==> src/rtl/fpu_result_sink.sv <==
// rtl/fpu_result_sink.sv - FPU result capture sink with FIFO and sticky exception flags
module fpu_result_sink #(
  parameter int DATA_W = 32,
  parameter int TAG_W  = 4,
  parameter int DEPTH  = 4
) (
  input  logic                     CLK,
  input  logic                     RSTn,
  input  logic                     S_req,
  input  logic                     Select,
  output logic                     S_ack,
  input  logic [DATA_W-1:0]        M1_data,
  input  logic [TAG_W-1:0]         M1_tag,
  input  logic [4:0]               M1_flags,
  input  logic [DATA_W-1:0]        M2_data,
  input  logic [TAG_W-1:0]         M2_tag,
  input  logic [4:0]               M2_flags,
  output logic                     out_valid,
  input  logic                     out_ready,
  output logic [DATA_W-1:0]        out_data,
  output logic [TAG_W-1:0]         out_tag,
  output logic                     out_src,
  output logic [$clog2(DEPTH):0]   count,
  output logic [4:0]               sticky_flags,
  input  logic                     clr_flags
);

  localparam int PTR_W = $clog2(DEPTH);
  localparam int CNT_W = PTR_W + 1;

  typedef enum logic {SK_IDLE = 1'b0, SK_ACK = 1'b1} sk_state_t;

  sk_state_t state_q, state_d;

  logic [DATA_W-1:0] mem_data [DEPTH];
  logic [TAG_W-1:0]  mem_tag  [DEPTH];
  logic              mem_src  [DEPTH];

  logic [PTR_W-1:0]  wr_ptr, rd_ptr;
  logic              push, pop;
  logic [DATA_W-1:0] cap_data;
  logic [TAG_W-1:0]  cap_tag;
  logic [4:0]        cap_flags;

  // Capture only from idle and only against the registered occupancy (no pop bypass)
  assign push      = (state_q == SK_IDLE) && S_req && (count < CNT_W'(DEPTH));
  assign out_valid = (count != '0);
  assign pop       = out_valid && out_ready;

  assign cap_data  = Select ? M2_data  : M1_data;
  assign cap_tag   = Select ? M2_tag   : M1_tag;
  assign cap_flags = Select ? M2_flags : M1_flags;

  assign out_data  = mem_data[rd_ptr];
  assign out_tag   = mem_tag[rd_ptr];
  assign out_src   = mem_src[rd_ptr];

  // State register for the accept handshake
  always_ff @(posedge CLK) begin
    if (!RSTn) state_q <= SK_IDLE;
    else       state_q <= state_d;
  end

  // Next-state and ack: one ack cycle after every capture, then back to idle
  always_comb begin
    state_d = state_q;
    S_ack   = 1'b0;
    case (state_q)
      SK_IDLE: if (push) state_d = SK_ACK;
      SK_ACK: begin
        S_ack   = 1'b1;
        state_d = SK_IDLE;
      end
      default: state_d = SK_IDLE;
    endcase
  end

  // FIFO storage; cleared on reset so the stale head reads as zero
  always_ff @(posedge CLK) begin
    if (!RSTn) begin
      for (int i = 0; i < DEPTH; i++) begin
        mem_data[i] <= '0;
        mem_tag[i]  <= '0;
        mem_src[i]  <= 1'b0;
      end
    end else if (push) begin
      mem_data[wr_ptr] <= cap_data;
      mem_tag[wr_ptr]  <= cap_tag;
      mem_src[wr_ptr]  <= Select;
    end
  end

  // Pointers wrap naturally; count holds on simultaneous push and pop
  always_ff @(posedge CLK) begin
    if (!RSTn) begin
      wr_ptr <= '0;
      rd_ptr <= '0;
      count  <= '0;
    end else begin
      if (push) wr_ptr <= wr_ptr + PTR_W'(1);
      if (pop)  rd_ptr <= rd_ptr + PTR_W'(1);
      case ({push, pop})
        2'b10:   count <= count + CNT_W'(1);
        2'b01:   count <= count - CNT_W'(1);
        default: count <= count;
      endcase
    end
  end

  // Sticky exception accumulation; clear wins over a same-cycle capture
  always_ff @(posedge CLK) begin
    if (!RSTn)          sticky_flags <= '0;
    else if (clr_flags) sticky_flags <= '0;
    else if (push)      sticky_flags <= sticky_flags | cap_flags;
  end

endmodule

==> config.mk <==
export PLATFORM = sky130hd
export DESIGN_NAME = fpu_result_sink
export DESIGN_NICKNAME = d
export VERILOG_FILES = /design/src/rtl/fpu_result_sink.sv
export SDC_FILE = /design/constraint.sdc
export NUM_CORES = 1
export LEC_CHECK = 0
export ABC_AREA = 1
export BUFFER_PORTS_ARGS = -buffer_cell sky130_fd_sc_hd__buf_2
export CAP_MARGIN = 10
export CORE_UTILIZATION = 35
export DETAILED_ROUTE_END_ITERATION = 10
export MAX_ROUTING_LAYER = met4
export PLACE_DENSITY_LB_ADDON = 0.15
export SYNTH_ARGS = -nofsm -noshare
export SYNTH_HDL_FRONTEND = slang
export SYNTH_SLANG_ARGS = --single-unit
==> constraint.sdc <==
create_clock -name CLK -period 8.1 [get_ports CLK]
set_clock_uncertainty 0.05 [all_clocks]
set_input_delay 2.025 -clock CLK [delete_from_list [all_inputs] [get_ports CLK]]
set_output_delay 2.025 -clock CLK [all_outputs]
set_load 0.02 [all_outputs]
==> run_results.csv, run 1 <==
group,metric,value,unit
status,status,"completed",
synth,synth_fp_nets,875,
worst_setup_path,reg2reg_from,"count[2]",
routing,first_pass_iters,4,
clocking,cts.sinks,163,
timing,period_share,0.5240,
pwr,clkPwrFrac,0.307,
clocking,hold_buffers,0,
clocking,clk_path_buf_depth,2,
placement,io_buffers,134,
timing,layout_setup_ws,3855,ps
worst_setup_path,end_kind,"primary output",
placement,place_inst,1163,
synth,ys_ff_latch,163,
pwr,p_leak,4.032,nW
cells_and_area,finalInstanceArea,9183,sq um
routing,ant_nets,0,
synth,ys_seq_area_frac,0.6100,
synth,syn_area,7729,sq um
synth,yosys_warnings,0,
worst_setup_path,r2r_slack,5700,ps
synth,yosys-top-cells-area,"edfxtp_1 56%, nand2_1 7.2%, nor2_1 6.6%",
clocking,path_clk_slew,60,ps
pwr,ir_worst_vdd,0.0001485,V
routing,vias,5522,
routing,drtIter0Drc,345,
cells_and_area,final_cells,1195,
cells_and_area,utilization,0.4221,
pwr,swShare,0.3434,
placement,gpl.final_weighted_congestion,0.7285,
placement,pre_cts_slack,3810,ps
pwr,p_sw,915.7,uW
floorplan,dieHeight,150.6,microns
floorplan,rows,54,
cells_and_area,layout_common_cells,"148 x nand2_1, 145 x edfxtp_1, 136 x nor2_1, 134 x buf_2, 87 x o21ai_0",
pwr,power.total,2.667,mW
timing,slew_headroom,0.3407,
worst_setup_path,setup.worst_path.class,"flip-flop to primary output",
pwr,p_int,1.751,mW
worst_setup_path,worst_ep_required_time,6030,ps
pwr,p_seq_frac,0.400,
global_routing,grt_antenna_before_repair,0,
synth,synth_cells,785,
timing,grt_setup_unrepaired,"false",
global_routing,grt_max_degree,75,
routing,wl_per_cell,15.65,microns
worst_hold_path,hold_class,"flip-flop to flip-flop",
timing,finalSetupViolations,0,
timing,tns,0,ps
global_routing,grt.total_usage,0.1806,
routing,totalWireLength,18700,microns
synth,yosysTopAreaCell,"edfxtp_1",
clocking,clockRootBuffer,"clkbuf_16",
clocking,cts_tree,"yes",
timing,hold_slack,399.0,ps
cells_and_area,final_nets,992,
timing,worst_pin_slew,987.5,ps
synth,synth_cell_types,27,
worst_setup_path,r2r_cells,5,
routing,via_per_inst,4.621,
timing,layout_min_cycle_time,4245,ps
worst_setup_path,critPathMaxFanout,48,
timing,clock.fmax,235.6,MHz
floorplan,fp.coreArea,21760,sq um
pwr,p_per_area,290.4,nW/um^2
cells_and_area,area_growth,18.81,%
timing,slew_viol_final,0,
global_routing,grt_pass1_vias,5294,
cells_and_area,antenna_cells,0,
floorplan,fp.dieW,150.6,microns
clocking,numCtsBuffers,17,
routing,drc_errors,0,
placement,dp_hpwl,11020,microns
clocking,htreeDepth,4,
placement,post_dp_cell_area,8586,sq um
worst_setup_path,regToRegEndpoint,"mem_data[0][14]",
synth,yosysTopAreaCellShare,0.5634,
floorplan,start_util,0.3552,
synth,ys.flop_type,"edfxtp_1",
floorplan,io_pins,135,
cells_and_area,final_layout_size_suffix_gt1_frac,0.3005,
worst_setup_path,setup.worst_path.end,"out_data[6]",
pwr,combPwrFrac,0.293,
worst_setup_path,cp.arrival,2170,ps
worst_setup_path,start_kind,"flip-flop",
synth,synth_area_per_cell,9.845,sq um
floorplan,die-area,22680,sq um
flow_run,max_cap_viol_count,0,
clocking,post_cts_buffers,0,
global_routing,grt_first_pass_wirelength,29280,microns
synth,synth_edf_count,145,
synth,ys_async_sr_fraction,0,
timing,hold_viol_final,0,
clocking,clk_latency,420,ps
cells_and_area,layout_commonest_cell,"nand2_1",
clocking,cts.repair.resized,0,
global_routing,grt_overflow,0,
[routing by layer]
| layer | up-vias | GRT usage | share of wire | wire, microns |
|---|---|---|---|---|
| li1 | 2826 | - | - | - |
| met1 | 2567 | 0.2283 | 0.46 | 8692 |
| met2 | 110 | 0.2945 | 0.48 | 9053 |
| met3 | 19 | 0.03667 | 0.039 | 728 |
| met4 | 0 | 0.04850 | 0.012 | 225 |
| met5 | - | - | 0 | 0 |
[power by group through the flow]
stage               Combinational [mW]  Clock, mW  Sequential, mW
finish                           0.782      0.818            1.07
detailed placement               0.802          0            1.09
CTS                              0.803      0.833            1.07
global route                     0.874      0.874            1.08
global placement                 0.796          0            1.08
floorplan                        0.538          0            1.09
[cells in the mapped netlist, drive strengths merged (5+ instances only)]
cell	n
dfxtp	18
o22ai	37
a21oi	8
nand2	170
o21ai	87
clkbuf	18
edfxtp	145
inv	66
nand3	5
buf	27
nor2	197
[worst min-delay path by stage]
stage	depth (start not counted)	to	from
2_1_floorplan	2	mem_src[2]	mem_src[2]
3_3_place_gp	2	mem_src[1]	mem_src[1]
3_5_place_dp	2	mem_src[1]	mem_src[1]
4_1_cts	2	mem_src[1]	mem_src[1]
5_1_grt	2	mem_src[1]	mem_src[1]
6_report	2	mem_src[1]	mem_src[1]
[critical path: stages (launching register included)]
cell and delay [ps]:
dfxtp_2 320, inv_2 330, buf_4 520, o21ai_0 140, o22ai_1 220, buf_2 220
[final cells by class]
cell class,count,area (sq um)
Timing Repair Buffer,143,738.2
Multi-Input combinational cell,510,2529
Clock buffer,22,464.2
Tap cell,280,350.3
Inverter,67,252.7
Fill cell,2213,12570
Clock inverter,10,132.6
Sequential cell,163,4716
[logic make-up after synthesis]
| family | count (synthesis) | synth area share |
|---|---|---|
| AOI/OAI and AO/OA | 134 | 0.09341 |
| adders and majority gates | 2 | 0.004209 |
| buffers and inverters | 112 | 0.06492 |
| DFF | 163 | 0.6100 |
| and+or+nand+nor | 374 | 0.2275 |
[sequential cells by signal (all words and copies together) (netlist names), named ones only]
| register | count |
|---|---|
| wr_ptr | 2 |
| mem_src | 4 |
| count | 3 |
| mem_data | 128 |
| mem_tag | 16 |
| sticky_flags | 5 |
| rd_ptr | 2 |
| state_q | 1 |
Power figures use the tool's default switching activity.
==> run 2, diff against run 1 <==
--- a/config.mk
+++ b/config.mk
@@ -5,7 +5,7 @@
 export SDC_FILE = /design/constraint.sdc
 export NUM_CORES = 1
 export LEC_CHECK = 0
-export ABC_AREA = 1
+export ABC_AREA = 0
 export BUFFER_PORTS_ARGS = -buffer_cell sky130_fd_sc_hd__buf_2
 export CAP_MARGIN = 10
 export CORE_UTILIZATION = 35
==> constraint.sdc (replaced) <==
create_clock -name CLK -period 3.8 [get_ports CLK]
set_clock_uncertainty 0.05 [all_clocks]
set_input_delay 0.95 -clock CLK [delete_from_list [all_inputs] [get_ports CLK]]
set_output_delay 0.95 -clock CLK [all_outputs]
set_load 0.02 [all_outputs]
==> run_results.csv, run 2 <==
group,metric,value,unit
clocking,cts.repair.resized,0,
synth,synth_fp_nets,570,
global_routing,grt.total_usage,0.1646,
clocking,clk_path_buf_depth,2,
synth,ys.flop_type,"edfxtp_1",
clocking,cts_tree,"yes",
worst_setup_path,critPathMaxFanout,37,
cells_and_area,layout_commonest_cell,"edfxtp_1",
pwr,p_leak,3.519,nW
routing,wl_met1,7239,microns
cells_and_area,area_growth,21.65,%
global_routing,grt_antenna_before_repair,0,
timing,period_share,0.8191,
global_routing,grt_first_pass_wirelength,25150,microns
cells_and_area,largest_reg_flops,128,
pwr,ir_worst_vdd,0.0003678,V
clocking,post_cts_buffers,0,
clocking,numCtsBuffers,17,
floorplan,dieHeight,145.4,microns
placement,pre_cts_slack,769.9,ps
worst_hold_path,hold_class,"flip-flop to flip-flop",
status,status,"completed",
synth,synth_most_common_cell,"edfxtp_1",
synth,ys_top_cells_by_count,"145 x edfxtp_1, 132 x nor2_1, 39 x mux2i_1, 37 x mux4_2, 19 x nor2_2",
routing,top_layer_used,"met4",
cells_and_area,final_layout_size_suffix_gt1_frac,0.3962,
synth,synth_cell_types,34,
clocking,hold_buffers,0,
timing,layout_min_cycle_time,3112,ps
cells_and_area,layout_common_cells,"145 x edfxtp_1, 134 x buf_2, 132 x nor2_1, 39 x mux2i_1, 37 x mux4_2",
synth,ys_ff_latch,163,
clocking,cts.sinks,163,
floorplan,io_pins,135,
routing,ant_nets,0,
cells_and_area,antenna_cells,0,
timing,slew_viol_final,0,
global_routing,grt_pass1_vias,4500,
flow_run,max_cap_viol_count,0,
cells_and_area,multi_input_area,2267,sq um
timing,finalSetupViolations,0,
timing,slew_headroom,0.4782,
routing,totalWireLength,15850,microns
floorplan,die-area,21150,sq um
synth,synth_area_per_cell,15.00,sq um
worst_hold_path,whs_path_depth,2,
worst_setup_path,end_kind,"primary output",
cells_and_area,regMostFlops,"mem_data",
worst_setup_path,r2r_slack,1380,ps
routing,drtIter0Drc,208,
worst_setup_path,worst_ep_required_time,2800,ps
floorplan,start_util,0.3559,
synth,ys_async_sr_fraction,0,
synth,yosysTopAreaCell,"edfxtp_1",
global_routing,grt_max_degree,38,
synth,yosys-top-cells-area,"edfxtp_1 60%, mux4_2 12%, nor2_1 6.9%",
timing,tns,0,ps
synth,ys_seq_area_frac,0.6546,
routing,wl_per_cell,17.69,microns
routing,met2RoutedLength,7726,microns
cells_and_area,n_fill_cell,1848,
placement,io_buffers,134,
floorplan,fp.dieW,145.4,microns
timing,worst_pin_slew,782.7,ps
pwr,p_per_area,632.6,nW/um^2
routing,via_per_inst,4.766,
synth,synth_cells,480,
floorplan,fp.coreArea,20230,sq um
routing,drc_errors,0,
routing,first_pass_iters,4,
cells_and_area,register_area,4720,sq um
cells_and_area,top_regs,"mem_data (128), mem_tag (16), sticky_flags (5)",
clocking,htreeDepth,4,
placement,gpl.final_weighted_congestion,0.7477,
synth,synth_edf_count,145,
clocking,path_clk_slew,60,ps
clocking,clockRootBuffer,"clkbuf_16",
timing,clock.fmax,321.3,MHz
synth,yosys_warnings,0,
floorplan,rows,52,
worst_setup_path,cp.arrival,2110,ps
worst_setup_path,r2r_cells,4,
synth,syn_area,7202,sq um
timing,hold_viol_final,0,
worst_setup_path,start_kind,"flip-flop",
global_routing,grt_overflow,0,
routing,wl_met3,677,microns
timing,layout_setup_ws,687.6,ps
pwr,power.total,5.542,mW
routing,vias,4270,
clocking,clk_latency,420,ps
cells_and_area,final_nets,704,
placement,dp_hpwl,9782,microns
timing,grt_setup_unrepaired,"false",
worst_setup_path,setup.worst_path.class,"flip-flop to primary output",
cells_and_area,utilization,0.4330,
synth,yosysTopAreaCellShare,0.6046,
-- run 2: cell families (layout without fill, tap and decap cells) --
logic type,Yosys count,in the layout,share of synthesized area
compound gates,12,12,0.01077
xor+xnor,5,5,0.006082
fa+ha+maj,2,2,0.004517
buf+inv,38,184,0.03336
flops,163,163,0.6546
mux,81,81,0.1777
simple gates,179,179,0.1129
-- run 2: layout make-up --
type	count	area share
Sequential cell	163	0.5387
Timing Repair Buffer	147	0.09055
Clock inverter	12	0.02142
Multi-Input combinational cell	279	0.2588
Inverter	6	0.002571
Clock buffer	19	0.04941
Tap cell	270	0.03856
-- run 2: final timing paths --
check,start,endpoint
hold / removal,sticky_flags[3],sticky_flags[3]
setup / recovery,flip-flop,out_data[2]
hold reg to reg,sticky_flags[3],sticky_flags[3]
setup reg to reg,count[2],mem_data[1][2]
-- run 2: worst max-delay path, cell delays in order, from the launching register on --
cell and delay (ps):
dfxtp_4 840, mux4_2 620, buf_2 180
-- run 2: through the flow --
stage / hold slack, ps / area, sq um / instances
after floorplan: 393.6 / 7202 / 480
after global placement: 405.3 / 8140 / 865
after detailed placement: 411.3 / 8140 / 865
after CTS: 427.1 / 8761 / 896
after global routing: 446.6 / 8761 / 896
final: 421.6 / 8761 / 896
-- run 2: report_power, final --
part           switching (mW)  internal, mW
combinational           0.711         0.588
clock                   0.675          1.15
sequential              0.219          2.19
total                    1.61          3.94
-- run 2: layer usage --
layer,vias to the layer above,global-route usage
met5,-,-
met4,0,0.05421
li1,2019,-
met2,109,0.2637
met3,16,0.04201
met1,2126,0.2039
